## config.mk

```make
export PLATFORM = sky130hd
export DESIGN_NAME = magnitude_peak_detector_flat
export DESIGN_NICKNAME = d
export VERILOG_FILES = /design/src/rtl/magnitude_peak_detector_pkg.sv /design/src/rtl/magnitude_peak_detector_if.sv /design/src/rtl/magnitude_peak_detector_peak_tracker.sv /design/src/rtl/magnitude_peak_detector.sv /design/src/flat_wrapper.sv
export SDC_FILE = /design/constraint.sdc
export NUM_CORES = 1
export LEC_CHECK = 0
export CORE_MARGIN = 4
export CORE_UTILIZATION = 55
export CTS_BUF_LIST = sky130_fd_sc_hd__clkbuf_2 sky130_fd_sc_hd__clkbuf_4 sky130_fd_sc_hd__clkbuf_8
export CTS_CLUSTER_DIAMETER = 30
export DETAILED_ROUTE_END_ITERATION = 8
export PLACE_DENSITY = 0.85
export SYNTH_ARGS = -nofsm -noshare
export SYNTH_HDL_FRONTEND = slang
export SYNTH_SLANG_ARGS = --single-unit
```

## constraint.sdc

```tcl
create_clock -name clock -period 10.85 [get_ports clock]
set_clock_uncertainty 0.05 [all_clocks]
set_input_delay 3.255 -clock clock [delete_from_list [all_inputs] [get_ports clock]]
set_output_delay 3.255 -clock clock [all_outputs]
set_load 0.01 [all_outputs]
```

## src/rtl/magnitude_peak_detector_pkg.sv

```systemverilog
// ============================================================================
// Module   : magnitude_peak_detector_pkg
// Brief    : Shared state encoding and default widths for the peak detector.
// Revision : 1.0
// ============================================================================
`default_nettype none

package magnitude_peak_detector_pkg;

  // Default magnitude width shared with the upstream magnitude stage.
  localparam int c_DEFAULT_DATA_WIDTH = 83;

  localparam int c_STATE_WIDTH = 2;
  typedef logic [c_STATE_WIDTH-1:0] state_t;

  localparam state_t c_IDLE   = 2'd0;
  localparam state_t c_SCAN   = 2'd1;
  localparam state_t c_REPORT = 2'd2;

  // True when an index/counter of indexWidth bits can address every sample.
  function automatic bit index_width_ok(input int indexWidth, input int windowLength);
    longint span;
    span = longint'(1) << indexWidth;
    return span >= longint'(windowLength);
  endfunction

endpackage

`default_nettype wire

```

## src/rtl/magnitude_peak_detector_if.sv

```systemverilog
// ============================================================================
// Module   : magnitude_peak_detector_if
// Brief    : Sample stream, control handshake and report bundle of the detector.
// Revision : 1.0
// ============================================================================
`default_nettype none

interface magnitude_peak_detector_if
  import magnitude_peak_detector_pkg::*;
#(
  parameter int DATA_WIDTH  = c_DEFAULT_DATA_WIDTH,
  parameter int INDEX_WIDTH = 10
);

  logic                   enable;
  logic                   start;
  logic                   dataInValid;
  logic [DATA_WIDTH-1:0]  dataIn;
  logic [DATA_WIDTH-1:0]  threshold;

  logic                   busy;
  logic                   peakValid;
  logic [DATA_WIDTH-1:0]  peakValue;
  logic [INDEX_WIDTH-1:0] peakIndex;
  logic                   peakFound;

  // Controller / magnitude-stage side.
  modport master (
    output enable, start, dataInValid, dataIn, threshold,
    input  busy, peakValid, peakValue, peakIndex, peakFound
  );

  // Detector side.
  modport slave (
    input  enable, start, dataInValid, dataIn, threshold,
    output busy, peakValid, peakValue, peakIndex, peakFound
  );

endinterface

`default_nettype wire

```

## src/rtl/magnitude_peak_detector_peak_tracker.sv

```systemverilog
// ============================================================================
// Module   : magnitude_peak_detector_peak_tracker
// Brief    : Running maximum and its index; first sample always loads.
// Revision : 1.0
// ============================================================================
`default_nettype none

module magnitude_peak_detector_peak_tracker
  import magnitude_peak_detector_pkg::*;
#(
  parameter int DATA_WIDTH  = c_DEFAULT_DATA_WIDTH,
  parameter int INDEX_WIDTH = 10
) (
  input  wire logic                   clock,
  input  wire logic                   reset,
  input  wire logic                   clear,
  input  wire logic                   sampleValid,
  input  wire logic                   firstSample,
  input  wire logic [DATA_WIDTH-1:0]  sample,
  input  wire logic [INDEX_WIDTH-1:0] sampleIndex,
  output logic      [DATA_WIDTH-1:0]  nextMax,
  output logic      [INDEX_WIDTH-1:0] nextIndex
);

  logic [DATA_WIDTH-1:0]  r_runningMax;
  logic [INDEX_WIDTH-1:0] r_runningIndex;
  logic                   w_load;

  // Strict greater-than so a tie keeps the earliest index.
  assign w_load    = sampleValid && (firstSample || (sample > r_runningMax));
  assign nextMax   = w_load ? sample      : r_runningMax;
  assign nextIndex = w_load ? sampleIndex : r_runningIndex;

  always_ff @(posedge clock) begin
    if (reset || clear) begin
      r_runningMax   <= '0;
      r_runningIndex <= '0;
    end else if (w_load) begin
      r_runningMax   <= sample;
      r_runningIndex <= sampleIndex;
    end
  end

endmodule

`default_nettype wire

```

## src/rtl/magnitude_peak_detector.sv

```systemverilog
// ============================================================================
// Module   : magnitude_peak_detector
// Brief    : Per-window peak magnitude/index search with threshold flag.
// Revision : 1.0
// ============================================================================
`default_nettype none

module magnitude_peak_detector
  import magnitude_peak_detector_pkg::*;
#(
  parameter int DATA_WIDTH    = c_DEFAULT_DATA_WIDTH,
  parameter int WINDOW_LENGTH = 800,
  parameter int INDEX_WIDTH   = 10
) (
  input wire logic                  clock,
  input wire logic                  reset,
  magnitude_peak_detector_if.slave  bus
);

  generate
    if (WINDOW_LENGTH < 2 || !index_width_ok(INDEX_WIDTH, WINDOW_LENGTH)) begin : g_param_check
      $error("magnitude_peak_detector: need WINDOW_LENGTH >= 2 and 2**INDEX_WIDTH >= WINDOW_LENGTH");
    end
  endgenerate

  localparam logic [INDEX_WIDTH-1:0] c_LAST_INDEX = INDEX_WIDTH'(WINDOW_LENGTH - 1);

  state_t                 r_state;
  state_t                 w_nextState;
  logic [INDEX_WIDTH-1:0] r_count;
  logic [DATA_WIDTH-1:0]  r_threshold;
  logic [DATA_WIDTH-1:0]  r_peakValue;
  logic [INDEX_WIDTH-1:0] r_peakIndex;
  logic                   r_peakFound;

  logic                   w_startWindow;
  logic                   w_accept;
  logic                   w_lastSample;
  logic                   w_busy;
  logic                   w_peakValid;
  logic [DATA_WIDTH-1:0]  w_nextMax;
  logic [INDEX_WIDTH-1:0] w_nextIndex;

  assign w_startWindow = bus.enable && bus.start && (r_state == c_IDLE);
  assign w_accept      = bus.enable && bus.dataInValid && (r_state == c_SCAN);
  assign w_lastSample  = w_accept && (r_count == c_LAST_INDEX);

  magnitude_peak_detector_peak_tracker #(
    .DATA_WIDTH  (DATA_WIDTH),
    .INDEX_WIDTH (INDEX_WIDTH)
  ) u_peak_tracker (
    .clock       (clock),
    .reset       (reset),
    .clear       (w_startWindow),
    .sampleValid (w_accept),
    .firstSample (r_count == '0),
    .sample      (bus.dataIn),
    .sampleIndex (r_count),
    .nextMax     (w_nextMax),
    .nextIndex   (w_nextIndex)
  );

  always_ff @(posedge clock) begin
    if (reset) begin
      r_state <= c_IDLE;
    end else if (bus.enable) begin
      r_state <= w_nextState;
    end
  end

  always_comb begin
    w_nextState = r_state;
    case (r_state)
      c_IDLE:   if (bus.start) w_nextState = c_SCAN;
      c_SCAN:   if (bus.dataInValid && (r_count == c_LAST_INDEX)) w_nextState = c_REPORT;
      c_REPORT: w_nextState = c_IDLE;
      default:  w_nextState = c_IDLE;
    endcase
  end

  // The pulse is withheld while stalled; REPORT persists, so it reappears on resume.
  always_comb begin
    w_busy      = (r_state == c_SCAN);
    w_peakValid = (r_state == c_REPORT) && bus.enable;
  end

  always_ff @(posedge clock) begin
    if (reset) begin
      r_count     <= '0;
      r_threshold <= '0;
    end else if (w_startWindow) begin
      r_count     <= '0;
      r_threshold <= bus.threshold;
    end else if (w_accept) begin
      r_count     <= r_count + 1'b1;
    end
  end

  // Report registers load on the edge that enters REPORT, so they are already
  // stable during the cycle in which peakValid is high.
  always_ff @(posedge clock) begin
    if (reset) begin
      r_peakValue <= '0;
      r_peakIndex <= '0;
      r_peakFound <= 1'b0;
    end else if (w_lastSample) begin
      r_peakValue <= w_nextMax;
      r_peakIndex <= w_nextIndex;
      r_peakFound <= (w_nextMax >= r_threshold);
    end
  end

  assign bus.busy      = w_busy;
  assign bus.peakValid = w_peakValid;
  assign bus.peakValue = r_peakValue;
  assign bus.peakIndex = r_peakIndex;
  assign bus.peakFound = r_peakFound;

endmodule

`default_nettype wire

```

## src/flat_wrapper.sv

```systemverilog
// flat-port wrapper written by rule: the top's interface ports become plain ports
module magnitude_peak_detector_flat import magnitude_peak_detector_pkg::*;
#(
  parameter int DATA_WIDTH    = c_DEFAULT_DATA_WIDTH,
  parameter int WINDOW_LENGTH = 800,
  parameter int INDEX_WIDTH   = 10
)
  (clock, reset, bus_enable, bus_start, bus_dataInValid, bus_dataIn, bus_threshold, bus_busy, bus_peakValid, bus_peakValue, bus_peakIndex, bus_peakFound);
  magnitude_peak_detector_if #(.DATA_WIDTH(DATA_WIDTH), .INDEX_WIDTH(INDEX_WIDTH)) bus_i ();
  input wire logic clock;
  input wire logic reset;
  input wire logic [$bits(bus_i.enable)-1:0] bus_enable;
  input wire logic [$bits(bus_i.start)-1:0] bus_start;
  input wire logic [$bits(bus_i.dataInValid)-1:0] bus_dataInValid;
  input wire logic [$bits(bus_i.dataIn)-1:0] bus_dataIn;
  input wire logic [$bits(bus_i.threshold)-1:0] bus_threshold;
  output wire logic [$bits(bus_i.busy)-1:0] bus_busy;
  output wire logic [$bits(bus_i.peakValid)-1:0] bus_peakValid;
  output wire logic [$bits(bus_i.peakValue)-1:0] bus_peakValue;
  output wire logic [$bits(bus_i.peakIndex)-1:0] bus_peakIndex;
  output wire logic [$bits(bus_i.peakFound)-1:0] bus_peakFound;
  assign bus_i.enable = bus_enable;
  assign bus_i.start = bus_start;
  assign bus_i.dataInValid = bus_dataInValid;
  assign bus_i.dataIn = bus_dataIn;
  assign bus_i.threshold = bus_threshold;
  assign bus_busy = bus_i.busy;
  assign bus_peakValid = bus_i.peakValid;
  assign bus_peakValue = bus_i.peakValue;
  assign bus_peakIndex = bus_i.peakIndex;
  assign bus_peakFound = bus_i.peakFound;
  magnitude_peak_detector #(.DATA_WIDTH(DATA_WIDTH), .WINDOW_LENGTH(WINDOW_LENGTH), .INDEX_WIDTH(INDEX_WIDTH)) u_core (.clock(clock), .reset(reset), .bus(bus_i));
endmodule
```

# Word-level counts from Yosys, hierarchy flattened
# Cells that the tools add are included.
# word_totals
ff_bits	282
output_inout_bits	96
# classes
n_lt_le_gt_ge	2
add_sub_neg	1
n_mux	5
eq_ne	5
reduce_logical	14
# op_table
op	count
$ge 83x83->1	1
$gt 83x83->1	1
$mux 83	1
$add 10x1->10 const B	1
$eq 10x10->1 const B	1
$logic_not 10->1	1
$mux 10	1
$logic_and 1x1->1	8
$mux 2	2
$pmux 2 s2	1
$reduce_and 3->1	1
$eq 2x1->1 const B	1
$eq 2x2->1 const B	1
$logic_not 2->1	1
$logic_or 1x1->1	2
$ne 2x1->1 const B	1
$ne 2x2->1 const B	1
$reduce_or 2->1	1

# Longest topological paths before layout
# Gate-level depths: netlist of the first run.
# logic_depth
word_depth	5
depth_mapped	20
ltp_nobuf	17

# By module
# Synthesis of the first run repeated with hierarchy kept, for this count alone.
# unflattened
hier_cells	1935
hier_area_um2	16249.3
# by_module_without_submodules
mod	seq_area_each_um2	instances	cells_each	area_per_inst_um2
magnitude_peak_detector	3783.6	1	1135	9146.3
magnitude_peak_detector_peak_tracker	1861.8	1	800	7103.1

# Worst setup path before layout of the first run
# No wires, ideal clock.
# synth_timing
path_type	input to register
startpoint	input bus_dataIn[25]
endpoint	register u_core.r_peakFound, in the netlist u_core.bus.peakFound
stages	18
path_buffers	2
arrival_ns	7.072
slack_ns	3.613
setup_time_ns	0.115
cell_sequence	ha_1 a21oi_1 nand2_1 a221o_1 a221o_1 a221o_1 buf_2 clkbuf_1 o211ai_1 nand2_1 ha_1 a2111oi_0 o21ai_0 o2111ai_1 a21oi_1 a2111oi_0 o2111ai_1 and3_1
# synth_between
elab_chain_len	5
# synth_lines
item	line	text
from (decl)	flat_wrapper.sv:15	input wire logic [$bits(bus_i.dataIn)-1:0] bus_dataIn;
$gt 83x83->1	magnitude_peak_detector_peak_tracker.sv:30	assign w_load = sampleValid && (firstSample || (sample > r_runningMax));
$logic_or 1x1->1	magnitude_peak_detector_peak_tracker.sv:30	
$logic_and 1x1->1	magnitude_peak_detector_peak_tracker.sv:30	
$mux 83	--	
net u_core.u_peak_tracker.nextMax[70]	magnitude_peak_detector_peak_tracker.sv:21	output logic [DATA_WIDTH-1:0] nextMax,
$ge 83x83->1	magnitude_peak_detector.sv:109	r_peakFound <= (w_nextMax >= r_threshold);
to (signal assigned)	magnitude_peak_detector.sv:109	
to (decl)	magnitude_peak_detector.sv:34	logic r_peakFound;
# The timed path passes the listed nets, and every way through them passes these cells.
# A chain may end at the register's enable or synchronous reset.

# Worst setup path after layout of the first run
# layout_timing
startpoint	input bus_dataIn[82]
endpoint	register u_core.r_peakFound, in the netlist u_core.bus.peakFound
# The elaborated chain is that of the path after synthesis.

==> impl_metrics.py, run 1 <==
metrics = {
    "sta": {
        "tightest_slew_margin_relative_to_the_limit_pct": 15.3,
        "timing.final.ws_setup_ps": 1540,
        "hold_ws_ps": 403,
        "final_setup_violations": 0,
        "timing.final.hold_violations": 0,
        "timing_max_transition_violations_final": 0,
        "layout_min_cycle_time_ps": 9310,
        "peak_clock_frequency_supported_by_timing_mhz": 107,
        "fin_setup_tns_ps": 0,
        "final_min_period_over_clock_period_pct": 85.8,
        "timing_worst_slew_pin_value_ps": 1270,
        "grt_setup_unrepaired": "false",
    },
    "worst_setup_path": {
        "critical_path.cell_chain": "clkdlybuf4s50_1 -> ha_1 -> nand3_1 -> nor4_1 -> nand4_1 -> a211oi_1 -> nor2_4 -> buf_4 -> a31oi_1 -> nand2_1 -> ha_1 -> nand4_1 -> nor4_1 -> nand3_1 -> nor3_1 -> a2111oi_0 -> o2111ai_1 -> and3_1",
        "crit_path_max_incr_delay_ps": 860,
        "critical_path.slowest_cell": "nor4_1",
        "cp_num_cells": 18,
        "startpoint_type": "primary input",
        "crit_path_end_kind": "flop",
        "crit_path_max_fanout": 44,
        "critPathRequiredTime_ps": 11350,
        "worstSetupPathType": "in -> reg",
        "cell_family_with_most_cp_delay": "simple AND/OR/NAND/NOR gates",
        "worst_ep_arrival_time_ps": 9810,
        "crit_buf_inv": 2,
        "reg2reg_depth": 18,
    },
    "yosys": {
        "yosys.cell_count.top_type": "nand2_1",
        "synthArstFlopShare_pct": 0,
        "synth_edf_count": 0,
        "synth_largest_type_area_fraction_pct": 35.8,
        "dominantRegCellSynth": "dfxtp_1",
        "synth.yosys.warnings": 0,
        "synth.lib_cells_used.distinct": 47,
        "synth_common_cells": "295 x nand2_1, 282 x dfxtp_1, 215 x nor2_1",
        "post_synth_instance_area_um2": 15800,
        "sequential_fraction_of_the_synthesis_area_pct": 35.8,
        "post_syn_nets": 2317,
        "ys_seq_elements": 282,
        "synth_area_per_cell_um2": 7.97,
        "synth_top_area_cell": "dfxtp_1",
        "synthTopCellsByArea": "dfxtp_1 36%, ha_1 13%, nand2_1 7.0%",
        "synth_cells": 1978,
    },
    "floorplanning": {
        "placeableCoreArea_um2": 28000,
        "floorplan.die.width_um": 177,
        "floorplan.die.height_um": 177,
        "die-area_um2": 31500,
        "placement_rows": 61,
        "initial_core_util_pct": 56.3,
        "io-pin-count": 267,
    },
    "global_routing": {
        "grt_first_pass_wirelength_um": 77200,
        "global_route.usage.total_pct": 29.4,
        "largest_net_degree_at_the_start_of_global_routing": 109,
        "sum_of_overflow_across_all_layers_after_global_routing": 0,
        "grt_pass1_vias": 15900,
        "antenna_found_initial": 0,
    },
    "placed_design": {
        "port-buffer-count": 266,
        "gpl.final_weighted_congestion": 0.955,
        "hpwl_um": 32600,
        "number_of_placed_instances_taps_included": 2496,
        "dpl_worst_slack_ps": 1120,
    },
    "routing": {
        "detailedRoute.firstIterationViolations": 1394,
        "detail-route-antenna-nets": 0,
        "post_drt_wl_per_cell_um": 18.4,
        "detail_route.first_pass.iterations": 5,
        "drt-vias-per-instance": 6.10,
        "count_of_unresolved_drc_violations_after_routing": 0,
        "wl_um": 48100,
        "num_vias": 15900,
    },
    "final_layout": {
        "area.growth.synth_to_final_pct": 26.5,
        "finalNonFillerCells": 2609,
        "postLayoutCoreUtil_pct": 71.2,
        "nets": 2520,
        "drive_gt1_share_pct": 6.23,
        "num_antenna_cells": 0,
    },
    "power_and_ir_drop": {
        "vdd.ir_drop.worst_v": 0.000119,
        "seq_power_share_pct": 38.3,
        "comb_power_share_pct": 11.8,
        "power.share.switching_pct": 25.3,
        "switching_power_uw": 708,
        "cell_internal_pwr_mw": 2.09,
        "power_per_cell_area_nw_per_um2": 140,
        "share_clk_of_total_power_pct": 49.9,
        "p_leak_nw": 7.63,
    },
    "clock_network": {
        "cts_buffers": 61,
        "post_cts.resized_instances": 0,
        "cts_tree": "built",
        "tritoncts_num_sinks": 282,
        "clk_root_buffer_cell": "clkbuf_8",
        "h_tree_lvl_count": 2,
        "worst_skew_pair.late_latency_ps": 600,
        "post-cts-setup-buffers": 0,
        "clock_tree.buffer_depth": 3,
        "hold_buf_cts": 0,
        "clkTransAtPathRegs_ps": 60,
    },
    "hold_path": {
        "timing.hold.worst_path_depth": 2,
        "holdCritPathClass": "reg -> reg",
    },
    "run": {
        "timing.max_cap.violations": 0,
    },
    "run_status": {
        "status": "finished clean",
    },
}
==> state kept, by name, indices dropped and copies added, names as in the netlist <==
name                                  flops
u_core.r_state                            2
u_core.r_count                           10
u_core.bus.peakValue                     83
u_core.u_peak_tracker.r_runningIndex     10
u_core.bus.peakIndex                     10
u_core.u_peak_tracker.r_runningMax       83
u_core.bus.peakFound                      1
u_core.r_threshold                       83
==> routing by layer <==
metal	global-route usage (%)	routed length (µm)	vias up
met5	0	0	-
met4	14.4	2130	0
met3	4.84	4030	156
met2	49.5	22400	824
met1	36.7	19500	7422
li1	-	-	7513
==> cell type report <==
class	count	area, µm²
multi-input combinational	1379	8890
fill	2174	8060
sequential	282	5650
timing repair buffer	281	2780
clock buffer	83	1090
inverter	176	661
tap	378	473
clock inverter	30	417
==> tightest hold or removal path, stage by stage (launching register included) <==
cell     delay [ps]
dfxtp_1         300
nand2_1          50
a21oi_1          50
==> power by group through the flow <==
stage	Combinational (mW)	Clock [mW]	Sequential, mW
final	0.330	1.40	1.07
after floorplan	0.189	0	1.09
after global placement	0.314	0	1.09
after global routing	0.364	1.47	1.07
after CTS	0.326	1.41	1.07
after detailed placement	0.322	0	1.09
==> path summary, 6_finish.rpt <==
kind / from / end / slack (ps)
hold / removal: u_core.r_threshold[35] / u_core.r_threshold[35] / 400
setup / recovery: bus_dataIn[82] / u_core.bus.peakFound / 1540
hold reg to reg: u_core.r_threshold[35] / u_core.r_threshold[35] / 400
setup reg to reg: u_core.u_peak_tracker.r_runningMax[82] / u_core.bus.peakFound / 4320
==> per-stage QoR <==
step | total power [mW] | area (µm²)
after global placement | 1.40 | 18400
final | 2.80 | 20000
after CTS | 2.80 | 20000
after global routing | 2.90 | 20000
after floorplan | 1.28 | 15800
after detailed placement | 1.41 | 18400
==> kinds of logic (layout without fill, tap and decap cells) <==
logic type / after synthesis / after routing / share of synthesized area, %
AND/OR/NAND/NOR: 622 / 622 / 16.4
AO/OA/AOI/OAI: 580 / 580 / 25.8
buffers and inverters: 317 / 570 / 8.18
flip-flops: 282 / 282 / 35.8
adder cells (fa/ha/maj): 168 / 168 / 13.3
XOR/XNOR: 9 / 9 / 0.500
==> cell usage in the layout (no fill, tap or decap), drive strengths merged, types with 4 or more instances in the layout <==
cell type / Yosys / layout
bufinv: 0 / 10
o31ai: 4 / 4
a311oi: 91 / 91
nand2: 295 / 295
clkdlybuf4s50: 0 / 265
o211ai: 88 / 88
a31oi: 84 / 84
and2: 4 / 4
a211oi: 13 / 13
nand2b: 5 / 5
nand4: 32 / 32
a22o: 93 / 93
ha: 168 / 168
clkinvlp: 0 / 5
nor2: 215 / 215
nor4: 14 / 14
a21o: 5 / 5
o21ai: 37 / 37
inv: 176 / 176
nor2b: 5 / 5
nor3: 17 / 17
or3: 4 / 4
clkbuf: 91 / 83
nand3: 19 / 19
buf: 50 / 16
dfxtp: 282 / 282
xor2: 6 / 6
a221o: 4 / 4
a21oi: 145 / 145
clkinv: 0 / 15
(Power assumes the default switching activity.)
==> run 2: changes to the inputs <==
CORE_UTILIZATION = 45   (was 55)
PLACE_DENSITY = 0.72   (was 0.85)
==> run 2 against run 1 <==
Against the previous run: critical path depth fell by 1; non-clock buffer count grew 2; critical endpoint unchanged; first-iteration DRC count fell by 18%; clock power grew 10%; routed wire length is 4.0% higher; final cell count grew 3.8%; worst setup slack better by 470 ps; largest cell class unchanged; sequential power is essentially flat; maximum frequency increased by 5.3%; sequential share of layout area shrank 0.46 points; via count shrank 2.0%; largest power group unchanged; cell area increased by 1.6%; highest routed layer unchanged.
==> impl_metrics.py, run 2 (synthesis gave the netlist of run 1 again) <==
metrics = {
    "global_routing": {
        "largest_net_degree_at_the_start_of_global_routing": 122,
        "global_route.usage.total_pct": 25.2,
        "grt_first_pass_wirelength_um": 79200,
        "sum_of_overflow_across_all_layers_after_global_routing": 0,
        "antenna_found_initial": 1,
        "grt_pass1_vias": 15400,
    },
    "clock_network": {
        "tritoncts_num_sinks": 282,
        "post_cts.resized_instances": 0,
        "post-cts-setup-buffers": 0,
        "hold_buf_cts": 0,
        "clk_root_buffer_cell": "clkbuf_8",
        "clkTransAtPathRegs_ps": 50,
        "clock_tree.buffer_depth": 3,
        "worst_skew_pair.late_latency_ps": 620,
        "cts_buffers": 75,
        "h_tree_lvl_count": 3,
        "cts_tree": "built",
    },
    "worst_setup_path": {
        "crit_path_end_kind": "flop",
        "cell_family_with_most_cp_delay": "simple AND/OR/NAND/NOR gates",
        "worst-r2r-setup-slack_ps": 4710,
        "crit_buf_inv": 1,
        "critical_path.slowest_cell": "nor4_1",
        "worstSetupPathType": "in -> reg",
        "critPathRequiredTime_ps": 11350,
        "critical_path.cell_chain": "clkdlybuf4s50_1 -> ha_1 -> nand4_1 -> nor4_1 -> nand4_1 -> a211oi_1 -> or2_4 -> o211ai_1 -> nand2_1 -> ha_1 -> nand4_1 -> nor4_1 -> nand4_1 -> nor3_1 -> nor4_1 -> o2111ai_1 -> and3_1",
        "worst_ep_arrival_time_ps": 9340,
        "crit_path_max_fanout": 66,
        "crit_path_max_incr_delay_ps": 790,
        "cp_common_cell": "nand4_1",
        "startpoint_type": "primary input",
    },
    "placed_design": {
        "hpwl_um": 34000,
        "placed_cell_area_um2": 18600,
        "gpl.final_weighted_congestion": 0.866,
        "port-buffer-count": 266,
    },
    "routing": {
        "wl_um": 50000,
        "count_of_unresolved_drc_violations_after_routing": 0,
        "detail_route.first_pass.iterations": 7,
        "detailroute.wirelength.met3_um": 3690,
        "wl_met2_um": 23400,
        "detailedRoute.firstIterationViolations": 1138,
        "detail-route-antenna-nets": 0,
        "num_vias": 15600,
        "wirelength_met1_um": 21000,
        "routed.top_layer": "met4",
        "drt-vias-per-instance": 5.76,
        "post_drt_wl_per_cell_um": 18.5,
    },
    "sta": {
        "layout_min_cycle_time_ps": 8840,
        "timing_max_transition_violations_final": 0,
        "timing.final.hold_violations": 0,
        "grt_setup_unrepaired": "false",
        "timing_worst_slew_pin_value_ps": 1010,
        "tightest_slew_margin_relative_to_the_limit_pct": 32.6,
        "final_min_period_over_clock_period_pct": 81.5,
        "fin_setup_tns_ps": 0,
        "final_setup_violations": 0,
        "peak_clock_frequency_supported_by_timing_mhz": 113,
    },
    "power_and_ir_drop": {
        "power_per_cell_area_nw_per_um2": 145,
        "p_leak_nw": 7.76,
        "vdd.ir_drop.worst_v": 0.0000811,
    },
    "floorplanning": {
        "io-pin-count": 267,
        "die-area_um2": 38100,
        "placement_rows": 68,
        "floorplan.die.width_um": 195,
        "placeableCoreArea_um2": 34500,
        "initial_core_util_pct": 45.7,
        "floorplan.die.height_um": 195,
    },
    "final_layout": {
        "mostFrequentLayoutCell": "nand2_1",
        "drive_gt1_share_pct": 7.15,
        "area.growth.synth_to_final_pct": 28.6,
        "layout_common_cells": "295 x nand2_1, 282 x dfxtp_1, 265 x clkdlybuf4s50_1",
        "final_design_area_no_fill_um2": 20300,
        "nets": 2536,
        "num_antenna_cells": 0,
    },
    "hold_path": {
        "holdCritPathClass": "reg -> reg",
    },
    "run_status": {
        "status": "finished clean",
    },
    "run": {
        "timing.max_cap.violations": 0,
    },
}
## run 2: changes by cell type in the layout (fill, tap and decap cells not counted), sizes merged
cell    delta
buf        +2
bufinv     -2
clkbuf    +20
clkinv     -1
inv        +3
## run 2: per-layer routing
metal,track usage [%],vias to the layer above
li1,-,7570
met1,31.0,7292
met4,10.8,0
met2,41.8,607
met5,0,-
met3,6.45,131
## run 2: final timing paths
path,start,end,cells after the start
setup / recovery,bus_dataIn[49],u_core.bus.peakFound,17
setup reg to reg,u_core.u_peak_tracker.r_runningMax[49],u_core.bus.peakFound,17
hold reg to reg,u_core.r_threshold[24],u_core.r_threshold[24],2
hold / removal,u_core.r_threshold[24],u_core.r_threshold[24],2
## run 2: power breakdown
group          switching [mW]  total (mW)  internal (mW)
sequential             0.0127        1.07           1.06
combinational           0.189       0.332          0.143
clock                   0.551        1.54          0.993
## run 2: worst reg2reg max path: stages (launching register included)
cell and delay (ps):
dfxtp_1 360, inv_1 70, ha_1 320, nand4_1 180, nor4_1 790, nand4_1 340, a211oi_1 480, or2_4 760
o211ai_1 290, nand2_1 140, ha_1 150, nand4_1 200, nor4_1 790, nand4_1 460, nor3_1 350, nor4_1 80
o2111ai_1 110, and3_1 180
## run 2: area by class of cell
| cell class | count | area, µm² |
|---|---|---|
| clock buffer | 103 | 1340 |
| clock inverter | 30 | 377 |
| fill | 3152 | 14300 |
| inverter | 176 | 661 |
| multi-input combinational | 1379 | 8890 |
| sequential | 282 | 5650 |
| tap | 455 | 569 |
| timing repair buffer | 283 | 2790 |
## run 2: per-stage QoR
| stage | setup WS, ps | std cells | power [mW] | hold WS, ps | util (%) |
|---|---|---|---|---|---|
| floorplan | 3610 | 1978 | 1.28 | 386 | - |
| global placement | 1500 | 2575 | 1.41 | 394 | 53.7 |
| detailed placement | 1470 | 2575 | 1.42 | 398 | 53.7 |
| CTS | 2100 | 2708 | 2.98 | 404 | 58.7 |
| global route | 1540 | 2708 | 3.07 | 420 | 58.7 |
| finish | 2010 | 2708 | 2.95 | 403 | 58.7 |
==> run 3: changes to the inputs <==
clock period = 8.91 ns   (was 10.85 ns; I/O delays follow)
==> run 3 against run 2 <==
Against the previous run: first-iteration DRC count increased by 4.4%; die area unchanged; sequential share of layout area unchanged; clock power increased by 20%; flip-flop and latch count unchanged; total power increased by 21%; count of clock-buffer cells in the layout decreased by 14; sequential power increased by 22%; utilization unchanged; worst hold slack got worse by 1.5 ps; via count increased by 0.54%; final cell count decreased by 0.18%; critical path type unchanged.
==> impl_metrics.py, run 3 (synthesis gave the netlist of run 1 again) <==
metrics = {
    "run_status": {
        "status": "finished clean",
    },
    "floorplanning": {
        "io-pin-count": 267,
        "die-area_um2": 38100,
        "placement_rows": 68,
        "placeableCoreArea_um2": 34500,
        "floorplan.die.height_um": 195,
        "floorplan.die.width_um": 195,
        "initial_core_util_pct": 45.7,
    },
    "clock_network": {
        "clock_tree.buffer_depth": 3,
        "tritoncts_num_sinks": 282,
        "cts_buffers": 72,
        "clkTransAtPathRegs_ps": 50,
        "clk_root_buffer_cell": "clkbuf_8",
        "cts_tree": "built",
        "post-cts-setup-buffers": 0,
        "h_tree_lvl_count": 3,
        "worst_skew_pair.late_latency_ps": 630,
    },
    "routing": {
        "post_drt_wl_per_cell_um": 18.5,
        "detail_route.first_pass.iterations": 5,
        "wl_um": 50000,
        "count_of_unresolved_drc_violations_after_routing": 0,
        "num_vias": 15700,
        "drt-vias-per-instance": 5.80,
        "detailedRoute.firstIterationViolations": 1188,
        "detail-route-antenna-nets": 0,
    },
    "sta": {
        "peak_clock_frequency_supported_by_timing_mhz": 119,
        "final_setup_violations": 0,
        "timing.final.hold_violations": 0,
        "grt_setup_unrepaired": "false",
        "tightest_slew_margin_relative_to_the_limit_pct": 28.6,
        "timing_max_transition_violations_final": 0,
        "fin_setup_tns_ps": 0,
        "layout_min_cycle_time_ps": 8400,
        "final_min_period_over_clock_period_pct": 94.2,
        "timing_worst_slew_pin_value_ps": 1070,
    },
    "placed_design": {
        "number_of_placed_instances_taps_included": 2578,
        "gpl.final_weighted_congestion": 0.861,
        "placed_cell_area_um2": 18600,
        "port-buffer-count": 266,
        "hpwl_um": 33800,
    },
    "final_layout": {
        "drive_gt1_share_pct": 6.98,
        "nets": 2536,
        "area.growth.synth_to_final_pct": 28.6,
        "final_design_area_no_fill_um2": 20300,
        "mostFrequentLayoutCell": "nand2_1",
        "layout_common_cells": "295 x nand2_1, 282 x dfxtp_1, 265 x clkdlybuf4s50_1",
        "n_fill_cell": 3137,
        "finalNonFillerCells": 2703,
        "num_antenna_cells": 0,
    },
    "worst_setup_path": {
        "worstSetupPathType": "in -> reg",
        "crit_path_max_fanout": 49,
        "critPathRequiredTime_ps": 9370,
        "worst_ep_arrival_time_ps": 8860,
        "startpoint_type": "primary input",
        "crit_path_end_kind": "flop",
    },
    "global_routing": {
        "sum_of_overflow_across_all_layers_after_global_routing": 0,
        "grt_pass1_vias": 15800,
        "grt_first_pass_wirelength_um": 80200,
        "largest_net_degree_at_the_start_of_global_routing": 96,
        "global_route.usage.total_pct": 25.3,
        "antenna_found_initial": 0,
    },
    "hold_path": {
        "holdCritPathClass": "reg -> reg",
    },
    "power_and_ir_drop": {
        "power_per_cell_area_nw_per_um2": 175,
        "vdd.ir_drop.worst_v": 0.000147,
        "p_leak_nw": 7.71,
        "finalPower_mw": 3.55,
    },
    "run": {
        "timing.max_cap.violations": 0,
    },
}
==> run 3: changes by cell type in the layout (fill, tap and decap cells not counted) <==
cell,previous run,this run
a2111oi_0,3,2
a2111oi_1,0,1
buf_12,0,3
bufinv_16,8,10
clkbuf_4,12,8
clkbuf_8,91,81
clkinv_2,14,10
clkinv_4,0,2
clkinvlp_4,5,11
inv_6,2,3
inv_8,1,0
nor4_1,14,13
nor4_2,0,1
==> run 3: stage by stage <==
| stage | setup WS, ps | util (%) | hold slack [ps] |
|---|---|---|---|
| 2_1_floorplan | 2250 | - | 386 |
| 3_3_place_gp | -85.4 | 53.9 | 394 |
| 3_5_place_dp | -358 | 53.9 | 396 |
| 4_1_cts | 320 | 58.7 | 403 |
| 5_1_grt | 246 | 58.7 | 419 |
| 6_report | 513 | 58.7 | 401 |
==> run 3: worst max-delay path: stages <==
cell and delay (ps):
clkdlybuf4s50_1 460, ha_1 350, nand4_1 210, nor4_2 630, nand4_1 370, a211oi_1 510, or2_4 710, buf_4 280
o211ai_1 130, nand2_1 130, ha_1 260, a2111oi_0 400, o21ai_0 170, o2111ai_1 160, a21oi_1 110, a2111oi_1 860
o2111ai_1 200, and3_1 220
==> run 3: what timing repair did <==
| action | in CTS | in global routing |
|---|---|---|
| hold endpoints to repair | 0 | 0 |
| endpoints found under the setup margin | 0 | 1 |
| gates resized for setup | 0 | 2 |
| hold buffers | 0 | 0 |
==> run 3: cell type report <==
cell class                 count  area (µm²)  area share (%)
clock inverter                36         477            2.35
sequential                   282        5650            27.8
clock buffer                  89        1170            5.79
inverter                     176         661            3.26
multi-input combinational   1379        8900            43.9
tap                          455         569            2.81
timing repair buffer         286        2850            14.1
==> run 3: final timing paths <==
check | startpoint | endpoint | slack [ps] | cells past startpoint
worst min register to register | u_core.r_threshold[33] | u_core.r_threshold[33] | 400 | 2
worst min-delay path | u_core.r_threshold[33] | u_core.r_threshold[33] | 400 | 2
worst max-delay path | bus_dataIn[49] | u_core.bus.peakFound | 510 | 18
worst max register to register | u_core.u_peak_tracker.r_runningMax[56] | u_core.bus.peakFound | 2650 | 18
==> run 3: routing by layer <==
layer | vias up | part of all wire, % | GRT usage (%)
met5 | - | 0 | 0
met1 | 7378 | 43 | 32.0
met3 | 111 | 7.7 | 6.31
met2 | 636 | 46 | 41.6
li1 | 7560 | - | -
met4 | 0 | 3.1 | 10.2
==> run 3: power breakdown <==
part	internal (mW)	total [mW]	leakage [nW]	switching (mW)
Combinational	0.175	0.404	4.61	0.229
Clock	1.17	1.85	0.823	0.680
Sequential	1.29	1.31	2.28	0.0160
